<file path="src/rtl/hamming_pkg.sv">
// Shared constants, FSM states and the SECDED encoder for the ECC memory bank.
// Codeword bit index equals Hamming position; bit 0 carries overall parity.
package hamming_pkg;
   localparam int CW_WIDTH = 13;
   localparam int DATA_W   = 8;

   // DATA_POS[i] is the codeword position of data bit i; PAR_POS[p] holds check bit p.
   localparam logic [7:0][3:0] DATA_POS = {4'd12, 4'd11, 4'd10, 4'd9, 4'd7, 4'd6, 4'd5, 4'd3};
   localparam logic [3:0][3:0] PAR_POS  = {4'd8, 4'd4, 4'd2, 4'd1};

   typedef enum logic [1:0] {ST_IDLE, ST_READ, ST_DECODE, ST_SCRUB} state_t;

   function automatic logic [CW_WIDTH-1:0] hamming_encode(input logic [DATA_W-1:0] d);
      logic [CW_WIDTH-1:0] cw;
      logic                par;
      cw = '0;
      for (int i = 0; i < DATA_W; i++) cw[DATA_POS[i]] = d[i];
      // Check-bit positions are still zero here, so each parity sees data bits only.
      for (int p = 0; p < 4; p++) begin
         par = 1'b0;
         for (int b = 1; b < CW_WIDTH; b++) if (b[p]) par ^= cw[b];
         cw[PAR_POS[p]] = par;
      end
      cw[0] = ^cw[CW_WIDTH-1:1];
      return cw;
   endfunction
endpackage

</file>
<file path="src/rtl/hamming_secded_decoder.sv">
// Combinational SECDED decode: corrected data, rewritable codeword and SEC/DED flags.
module hamming_secded_decoder
   import hamming_pkg::*;
(
   input  logic [CW_WIDTH-1:0] cw,
   output logic [DATA_W-1:0]   data,
   output logic [CW_WIDTH-1:0] cw_fixed,
   output logic                sec,
   output logic                ded
);
   logic [3:0]          syn;
   logic                par;
   logic [CW_WIDTH-1:0] flipped;

   always_comb begin
      syn = '0;
      for (int b = 1; b < CW_WIDTH; b++) if (cw[b]) syn ^= b[3:0];
      par     = ^cw;
      flipped = cw;
      sec     = 1'b0;
      ded     = 1'b0;
      if (par) begin
         if (syn == 4'd0) begin
            flipped[0] = ~cw[0];
            sec        = 1'b1;
         end else if (syn <= 4'd12) begin
            flipped[syn] = ~cw[syn];
            sec          = 1'b1;
         end else begin
            ded = 1'b1;
         end
      end else if (syn != 4'd0) begin
         ded = 1'b1;
      end
      // On DED nothing was flipped, so data comes back uncorrected.
      data = '0;
      for (int i = 0; i < DATA_W; i++) data[i] = flipped[DATA_POS[i]];
      cw_fixed = sec ? hamming_encode(data) : cw;
   end
endmodule

</file>
<file path="src/rtl/hamming_bank.sv">
// One ECC bank: SECDED-encoded storage, read/decode/scrub FSM and saturating error counter.
module hamming_bank
   import hamming_pkg::*;
#(
   parameter int ADDR_WIDTH = 4,
   parameter int CNT_WIDTH  = 8
) (
   input  logic                  i_clk,
   input  logic                  i_rst,
   input  logic                  i_en,
   input  logic                  i_wr_en,
   input  logic [ADDR_WIDTH-3:0] i_address,
   input  logic [DATA_W-1:0]     i_data,
   input  logic [CW_WIDTH-1:0]   i_inject,
   output logic [DATA_W-1:0]     o_data,
   output logic                  o_valid,
   output logic                  o_sec,
   output logic                  o_ded,
   output logic                  o_busy,
   output logic [CNT_WIDTH-1:0]  o_err_count
);
   localparam int DEPTH = 2 ** (ADDR_WIDTH - 2);

   logic [CW_WIDTH-1:0]   mem [DEPTH];
   state_t                state;
   logic [ADDR_WIDTH-3:0] addr_q;
   logic [CW_WIDTH-1:0]   cw_q;

   logic [DATA_W-1:0]     dec_data;
   logic [CW_WIDTH-1:0]   dec_cw;
   logic                  dec_sec, dec_ded;

   logic                  mem_we;
   logic [ADDR_WIDTH-3:0] mem_wa;
   logic [CW_WIDTH-1:0]   mem_wd;

   hamming_secded_decoder u_dec (
      .cw       (cw_q),
      .data     (dec_data),
      .cw_fixed (dec_cw),
      .sec      (dec_sec),
      .ded      (dec_ded)
   );

   // cw_q is untouched in SCRUB, so the decoder still presents the corrected word there.
   always_comb begin
      mem_we = 1'b0;
      mem_wa = i_address;
      mem_wd = hamming_encode(i_data) ^ i_inject;
      if (!i_rst) begin
         if (state == ST_IDLE && i_en && i_wr_en) begin
            mem_we = 1'b1;
         end else if (state == ST_SCRUB) begin
            mem_we = 1'b1;
            mem_wa = addr_q;
            mem_wd = dec_cw;
         end
      end
   end

   always_ff @(posedge i_clk) begin
      if (mem_we) mem[mem_wa] <= mem_wd;
   end

   always_ff @(posedge i_clk) begin
      if (i_rst) begin
         state       <= ST_IDLE;
         o_data      <= '0;
         o_valid     <= 1'b0;
         o_sec       <= 1'b0;
         o_ded       <= 1'b0;
         o_err_count <= '0;
      end else begin
         o_valid <= 1'b0;
         unique case (state)
            ST_IDLE: begin
               if (i_en && !i_wr_en) begin
                  addr_q <= i_address;
                  state  <= ST_READ;
               end
            end
            ST_READ: begin
               cw_q  <= mem[addr_q];
               state <= ST_DECODE;
            end
            ST_DECODE: begin
               o_data  <= dec_data;
               o_sec   <= dec_sec;
               o_ded   <= dec_ded;
               o_valid <= 1'b1;
               if ((dec_sec || dec_ded) && o_err_count != {CNT_WIDTH{1'b1}})
                  o_err_count <= o_err_count + 1'b1;
               state <= dec_sec ? ST_SCRUB : ST_IDLE;
            end
            ST_SCRUB: state <= ST_IDLE;
            default:  state <= ST_IDLE;
         endcase
      end
   end

   assign o_busy = (state != ST_IDLE);
endmodule

</file>
<file path="config.mk">
export PLATFORM = sky130hd
export DESIGN_NAME = hamming_bank
export DESIGN_NICKNAME = d
export VERILOG_FILES = /design/src/rtl/hamming_pkg.sv /design/src/rtl/hamming_secded_decoder.sv /design/src/rtl/hamming_bank.sv
export SDC_FILE = /design/constraint.sdc
export NUM_CORES = 1
export LEC_CHECK = 0
export CAP_MARGIN = 20
export CORE_AREA = 10 10 103 105
export CTS_CLUSTER_SIZE = 25
export DETAILED_ROUTE_END_ITERATION = 7
export DIE_AREA = 0 0 113 115
export HOLD_SLACK_MARGIN = 0.12
export PLACE_DENSITY_LB_ADDON = 0.12
export SLEW_MARGIN = 20
export SYNTH_ARGS = -nofsm -noshare
export SYNTH_HDL_FRONTEND = slang
export SYNTH_SLANG_ARGS = --single-unit
</file>
<file path="constraint.sdc">
create_clock -name i_clk -period 4.2 [get_ports i_clk]
set_input_delay 0.84 -clock i_clk [delete_from_list [all_inputs] [get_ports i_clk]]
set_output_delay 0.84 -clock i_clk [all_outputs]
set_load 0.05 [all_outputs]
</file>
==> results of run 1 <==
==> per-stage QoR <==
stage                     cell area [µm²]  power, W    util  hold slack (ns)
after global placement               5498  0.001392  0.6430           0.4537
after detailed placement             5498  0.001401  0.6430           0.4518
final                                5693  0.001957  0.6658           0.4616
after CTS                            5693  0.001970  0.6658           0.4634
after floorplan                      4900  0.001286       -           0.6087
after global routing                 5693  0.002041  0.6658           0.4771
==> layout by cell type (no fill, tap or decap), types with 3 or more instances in the layout <==
cell and n:
a22oi_1 3, nor3_1 8, o221ai_1 3, nand2b_1 5, nand3_1 8, o21ai_0 15
a31oi_1 8, xor2_1 18, nand2_1 30, dfxtp_1 21, clkdlybuf4s50_1 46, edfxtp_1 67
nor2_1 42, a21oi_1 13, mux4_2 13, o21ai_1 6, mux2i_1 11, buf_4 11
a211oi_1 7, clkbuf_8 9, xnor2_2 5, xnor2_1 35, a221oi_2 3, inv_1 11
xnor3_1 5, o31ai_1 3
==> critical path: cells and delay by family (launching register included) <==
kind / cells / cell delay [ns]
compound gates: 4 / 0.89
mux: 1 / 0.16
simple gates: 3 / 0.62
flops: 1 / 0.61
xor+xnor: 3 / 1.28
==> cells by family after synthesis <==
family                     share of synthesized area
and+or+nand+nor                               0.1034
DFF                                           0.4964
AOI/OAI and AO/OA                             0.1254
xor gates and xnor gates                      0.1619
buffers and inverters                        0.02579
muxes                                        0.08223
adders and majority gates                   0.004851
==> synth_stat cells, types with 3 or more instances <==
| master | number | area share |
|---|---|---|
| xnor2_2 | 5 | 0.017 |
| xnor2_1 | 35 | 0.063 |
| nand3_1 | 8 | 0.0082 |
| nand2_1 | 30 | 0.023 |
| nor2_1 | 42 | 0.032 |
| clkbuf_1 | 17 | 0.013 |
| edfxtp_1 | 67 | 0.41 |
| nor3_1 | 8 | 0.0082 |
| o21ai_1 | 6 | 0.0061 |
| a22oi_1 | 3 | 0.0046 |
| inv_1 | 11 | 0.0084 |
| a211oi_1 | 7 | 0.011 |
| a31oi_1 | 8 | 0.010 |
| o221ai_1 | 3 | 0.0054 |
| o31ai_1 | 3 | 0.0046 |
| xnor3_1 | 5 | 0.023 |
| xor2_1 | 18 | 0.032 |
| nand2b_1 | 5 | 0.0064 |
| mux4_2 | 13 | 0.060 |
| a21oi_1 | 13 | 0.013 |
| nor3b_1 | 3 | 0.0046 |
| o21ai_0 | 15 | 0.015 |
| dfxtp_1 | 21 | 0.086 |
| a221oi_2 | 3 | 0.0092 |
| mux2i_1 | 11 | 0.022 |
==> power by group through the flow <==
stage,Clock [W],Combinational (W),Sequential [W]
3_3_place_gp,0,0.000375,0.00102
6_report,0.000574,0.000385,0.000998
3_5_place_dp,0,0.000383,0.00102
2_1_floorplan,0,0.000258,0.00103
5_1_grt,0.000621,0.000419,0.00100
4_1_cts,0.000587,0.000385,0.000998
==> area by class of cell <==
cell class	instances	share of cell area
sequential	88	0.4273
inverter	11	0.007253
timing repair buffer	57	0.09538
tap	108	0.02374
clock buffer	9	0.02176
multi-input combinational	287	0.4121
clock inverter	7	0.01253
==> routing by layer <==
layer / up-vias / part of all wire / track usage
li1: 1591 / - / -
met1: 1592 / 0.43 / 0.2141
met2: 88 / 0.50 / 0.2892
met3: 18 / 0.045 / 0.04010
met4: 0 / 0.020 / 0.05668
met5: - / 0 / 0
==> sequential cells by signal, summed over array words and instances (netlist names) <==
| register | flops |
|---|---|
| addr_q | 2 |
| o_valid | 1 |
| o_ded | 1 |
| o_err_count | 8 |
| cw_q | 13 |
| state | 2 |
| mem | 52 |
| o_data | 8 |
| o_sec | 1 |
==> worst max path at each step <==
stage	slack, ns	startpoint	cells after the start	end
3_5_place_dp	0.38	cw_q[9]	11	mem[0][2]
3_3_place_gp	0.52	cw_q[9]	11	mem[0][2]
6_report	0.36	cw_q[9]	11	mem[3][2]
5_1_grt	0.08	cw_q[7]	11	mem[0][0]
4_1_cts	0.36	cw_q[9]	11	mem[0][0]
2_1_floorplan	0.85	cw_q[6]	11	mem[0][0]
==> impl_metrics.py, run 1 <==
metrics = {
    "status": {
        "status": "finished clean",
    },
    "detailed_routing": {
        "vias": 3289,
        "drt_first_pass_iters": 5,
        "vias_per_cell": 5.801,
        "wire_per_inst_um": 19.38,
        "totalWireLength_um": 10990,
        "ant_nets": 0,
        "drtIter0Drc": 196,
        "drcViolationCount": 0,
    },
    "min_path": {
        "hold_class": "flop to flop",
        "hold_path_depth": 2,
        "hp-start": "o_data[7]",
        "whs_endpoint": "o_data[7]",
    },
    "clocking": {
        "cts_tree": "built",
        "clkSinkCount": 88,
        "htreeDepth": 3,
        "clockRootBuffer": "clkbuf_8",
        "clockBufferDepth": 2,
        "cts_resized": 0,
        "clk_pin_slew_ns": 0.08,
        "insertion_delay_ns": 0.36,
        "cts_buffers": 9,
        "ctsHoldBuffers": 0,
        "cts_setup_buffers": 0,
    },
    "pwr": {
        "p_per_area_mw_per_mm2": 343.7,
        "seq_power_share": 0.510,
        "clkPwrFrac": 0.294,
        "internal-power_w": 0.001420,
        "share_comb_of_total_power": 0.197,
        "vdd_drop_max_v": 0.0002412,
        "power.switching_w": 0.0005364,
        "p_sw_frac": 0.2742,
        "p_leak_nw": 1.981,
    },
    "finish": {
        "fill_cells": 661,
        "antenna_cells": 0,
        "syn2layout_area_growth_pct": 16.19,
        "regArea_mm2": 0.002432,
        "drive_above_1_share": 0.1460,
        "nets": 482,
        "multi_input_area_mm2": 0.002346,
        "instances_no_fill": 567,
    },
    "setup_path": {
        "crit_path_end_kind": "flop",
        "max_stage_delay_ns": 0.61,
        "r2r_cells": 11,
        "worst-path-max-fanout": 12,
        "cp_slowest_cell": "edfxtp_1",
        "cp.required_ns": 4.28,
        "r2r-end": "mem[3][2]",
        "arrival_ns": 3.92,
        "cp_cell_sequence": "xor2_2, xnor3_1, nand2_1, nand3_1, o2111ai_2, or2_1, a221oi_2, a2bb2oi_2, xnor3_1, mux2i_1, o21ai_1",
        "r2r_start": "cw_q[9]",
        "critical_path_class": "flop to flop",
        "crit_top_cell": "xnor3_1",
        "start_kind": "flop",
        "r2r_slack_ns": 0.36,
    },
    "global_route": {
        "track_usage": 0.1720,
        "antenna_found_initial": 0,
        "grt_max_degree": 25,
        "grt_pass1_vias": 3260,
        "overflow": 0,
        "grt_pass1_wl_um": 17700,
    },
    "timing": {
        "tns_ns": 0,
        "relSlewSlack": 0.3394,
        "slew_viol_final": 0,
        "fmax_ghz": 0.2603,
        "worstMarginPinSlew_ns": 0.9909,
        "setup_slack_ns": 0.3589,
        "post-route-min-period_ns": 3.841,
        "skew_ns": 0.01092,
        "finalSetupViolCount": 0,
        "min_period_over_period": 0.9145,
        "finalHoldViolCount": 0,
        "grt_setup_unrepaired": "no",
    },
    "synthesis": {
        "synth_cells": 406,
        "syn_nets": 434,
        "netlist_area_mm2": 0.004900,
        "synth_top_flop_cell": "edfxtp_1",
        "synth_cell_types": 61,
        "yosysSeqAreaShare": 0.4964,
        "synth-seq-cells": 88,
        "ys_warn_count": 0,
        "async_flop_share": 0,
        "syn_area_per_cell_um2": 12.07,
        "synth_enable_flop_cells": 67,
    },
    "job": {
        "cap_violations": 0,
    },
    "floorplanning": {
        "die-area_mm2": 0.01300,
        "die_x_um": 113,
        "initial_core_util": 0.5730,
        "core_mm2": 0.008551,
        "num_io_pins": 47,
        "rows": 34,
        "fp.dieH_um": 115,
    },
    "placed_design": {
        "port_buffers": 46,
        "hpwl_um": 8296,
        "gp_congestion": 0.8457,
        "dp_cells": 551,
        "post-place-ws_ns": 0.3781,
    },
}
Note: power is estimated with default switching activity, not from simulation.
==> inputs of run 2 (changes only) <==
CAP_MARGIN = default   (was 20)
clock period = 3.89 ns   (was 4.2 ns; I/O delays follow)
==> impl_metrics.py, run 2 (synthesis gave the netlist of run 1 again) <==
metrics = {
    "status": {
        "status": "finished clean",
    },
    "timing": {
        "skew_ns": 0.01407,
        "min_period_over_period": 0.9514,
        "finalHoldViolCount": 0,
        "grt_setup_unrepaired": "no",
        "setup_slack_ns": 0.1892,
        "slew_viol_final": 0,
        "worstMarginPinSlew_ns": 0.8028,
        "finalSetupViolCount": 0,
        "timing.hold.ws_ns": 0.4673,
        "post-route-min-period_ns": 3.701,
        "fmax_ghz": 0.2702,
        "tns_ns": 0,
        "relSlewSlack": 0.4648,
    },
    "clocking": {
        "clk_pin_slew_ns": 0.09,
        "clockBufferDepth": 2,
        "insertion_delay_ns": 0.36,
        "clockRootBuffer": "clkbuf_8",
        "cts_buffers": 9,
        "ctsHoldBuffers": 0,
        "cts_tree": "built",
        "htreeDepth": 3,
        "clkSinkCount": 88,
    },
    "floorplanning": {
        "num_io_pins": 47,
        "initial_core_util": 0.5730,
        "die-area_mm2": 0.01300,
        "fp.dieH_um": 115,
        "die_x_um": 113,
        "rows": 34,
        "core_mm2": 0.008551,
    },
    "placed_design": {
        "gp_congestion": 0.9189,
        "post-place-ws_ns": 0.1800,
        "placed_cell_area_mm2": 0.005573,
        "port_buffers": 46,
        "hpwl_um": 8356,
    },
    "detailed_routing": {
        "drt_first_pass_iters": 4,
        "ant_nets": 0,
        "drtIter0Drc": 183,
        "drcViolationCount": 0,
        "vias": 3359,
        "totalWireLength_um": 11170,
        "wire_per_inst_um": 19.26,
        "vias_per_cell": 5.791,
    },
    "setup_path": {
        "critical_path_class": "flop to flop",
        "start_kind": "flop",
        "arrival_ns": 3.85,
        "r2r_slack_ns": 0.19,
        "worst-path-max-fanout": 8,
        "setup.worst_path.start": "cw_q[5]",
        "cp.required_ns": 4.04,
        "crit_path_end_kind": "flop",
        "r2r_start": "cw_q[5]",
    },
    "global_route": {
        "track_usage": 0.1728,
        "antenna_found_initial": 0,
        "grt_pass1_wl_um": 17850,
        "grt_pass1_vias": 3405,
        "grt_max_degree": 24,
        "overflow": 0,
    },
    "finish": {
        "fin_area_mm2": 0.005829,
        "layout_common_cells": "edfxtp_1, clkdlybuf4s50_1, nor2_1",
        "antenna_cells": 0,
        "drive_above_1_share": 0.1780,
        "final_common_cell": "edfxtp_1",
        "fill_cells": 634,
        "nets": 495,
        "largest_reg_flops": 52,
        "regMostFlops": "mem",
        "reg_top3": "mem (52), cw_q (13)",
        "syn2layout_area_growth_pct": 18.97,
    },
    "pwr": {
        "total_power_w": 0.002122,
        "p_leak_nw": 2.059,
        "vdd_drop_max_v": 0.0002309,
        "p_per_area_mw_per_mm2": 364.0,
    },
    "min_path": {
        "hp-start": "o_data[7]",
        "hold_class": "flop to flop",
    },
    "job": {
        "cap_violations": 0,
    },
}
-- run 2: changes by cell type in the layout (fill, tap and decap cells not counted), sizes merged --
cell    before  now
clkinv       4    2
buf         11   24
bufinv       1    0
inv         12   15
-- run 2: stage by stage --
stage	utilization	std cells
4_1_cts	0.6744	577
2_1_floorplan	-	406
6_report	0.6817	580
3_5_place_dp	0.6517	561
5_1_grt	0.6817	580
3_3_place_gp	0.6517	561
-- run 2: area by class of cell --
class	count	area, µm²	area share
sequential	88	2432	0.4173
clock buffer	9	123.9	0.02125
inverter	11	41.29	0.007083
tap	108	135.1	0.02318
timing repair buffer	70	660.6	0.1133
multi-input combinational	287	2366	0.4059
clock inverter	7	70.07	0.01202
-- run 2: metal layers --
layer	routed length, µm	track usage
met5	0	0
met3	451	0.02865
met2	5653	0.2961
met4	240	0.06430
met1	4824	0.2149
-- run 2: path summary, 6_finish.rpt --
kind / end / cells past startpoint
max: mem[2][0] / 11
min: o_data[7] / 2
max reg2reg: mem[2][0] / 11
min reg2reg: o_data[7] / 2
-- run 2: repair_timing --
action | in CTS | in global routing
resized for setup | 0 | 3
endpoints found under the setup margin | 0 | 12
setup buffers | 0 | 2
-- run 2: where the power goes --
part           leakage (nW)  internal, W  switching [W]
combinational          1.19     0.000188       0.000240
clock                0.0973     0.000252       0.000367
sequential            0.776      0.00106      0.0000165
-- run 2: critical path, cell delays in order (launching register included) --
cell	delay (ns)
edfxtp_1	0.58
xnor2_2	0.35
xnor2_2	0.15
a211o_1	0.32
maj3_2	0.33
o221ai_4	0.28
nor2_2	0.14
a221oi_2	0.28
a2bb2oi_2	0.25
xnor2_1	0.17
xnor3_1	0.35
o31ai_2	0.29
==> inputs of run 3 (changes only) <==
CAP_MARGIN = 20   (was default)
GPL_ROUTABILITY_DRIVEN = 0   (was default)
==> results of run 3 <==
Same layout as run 2: the final DEF is identical, and so are final timing and power.
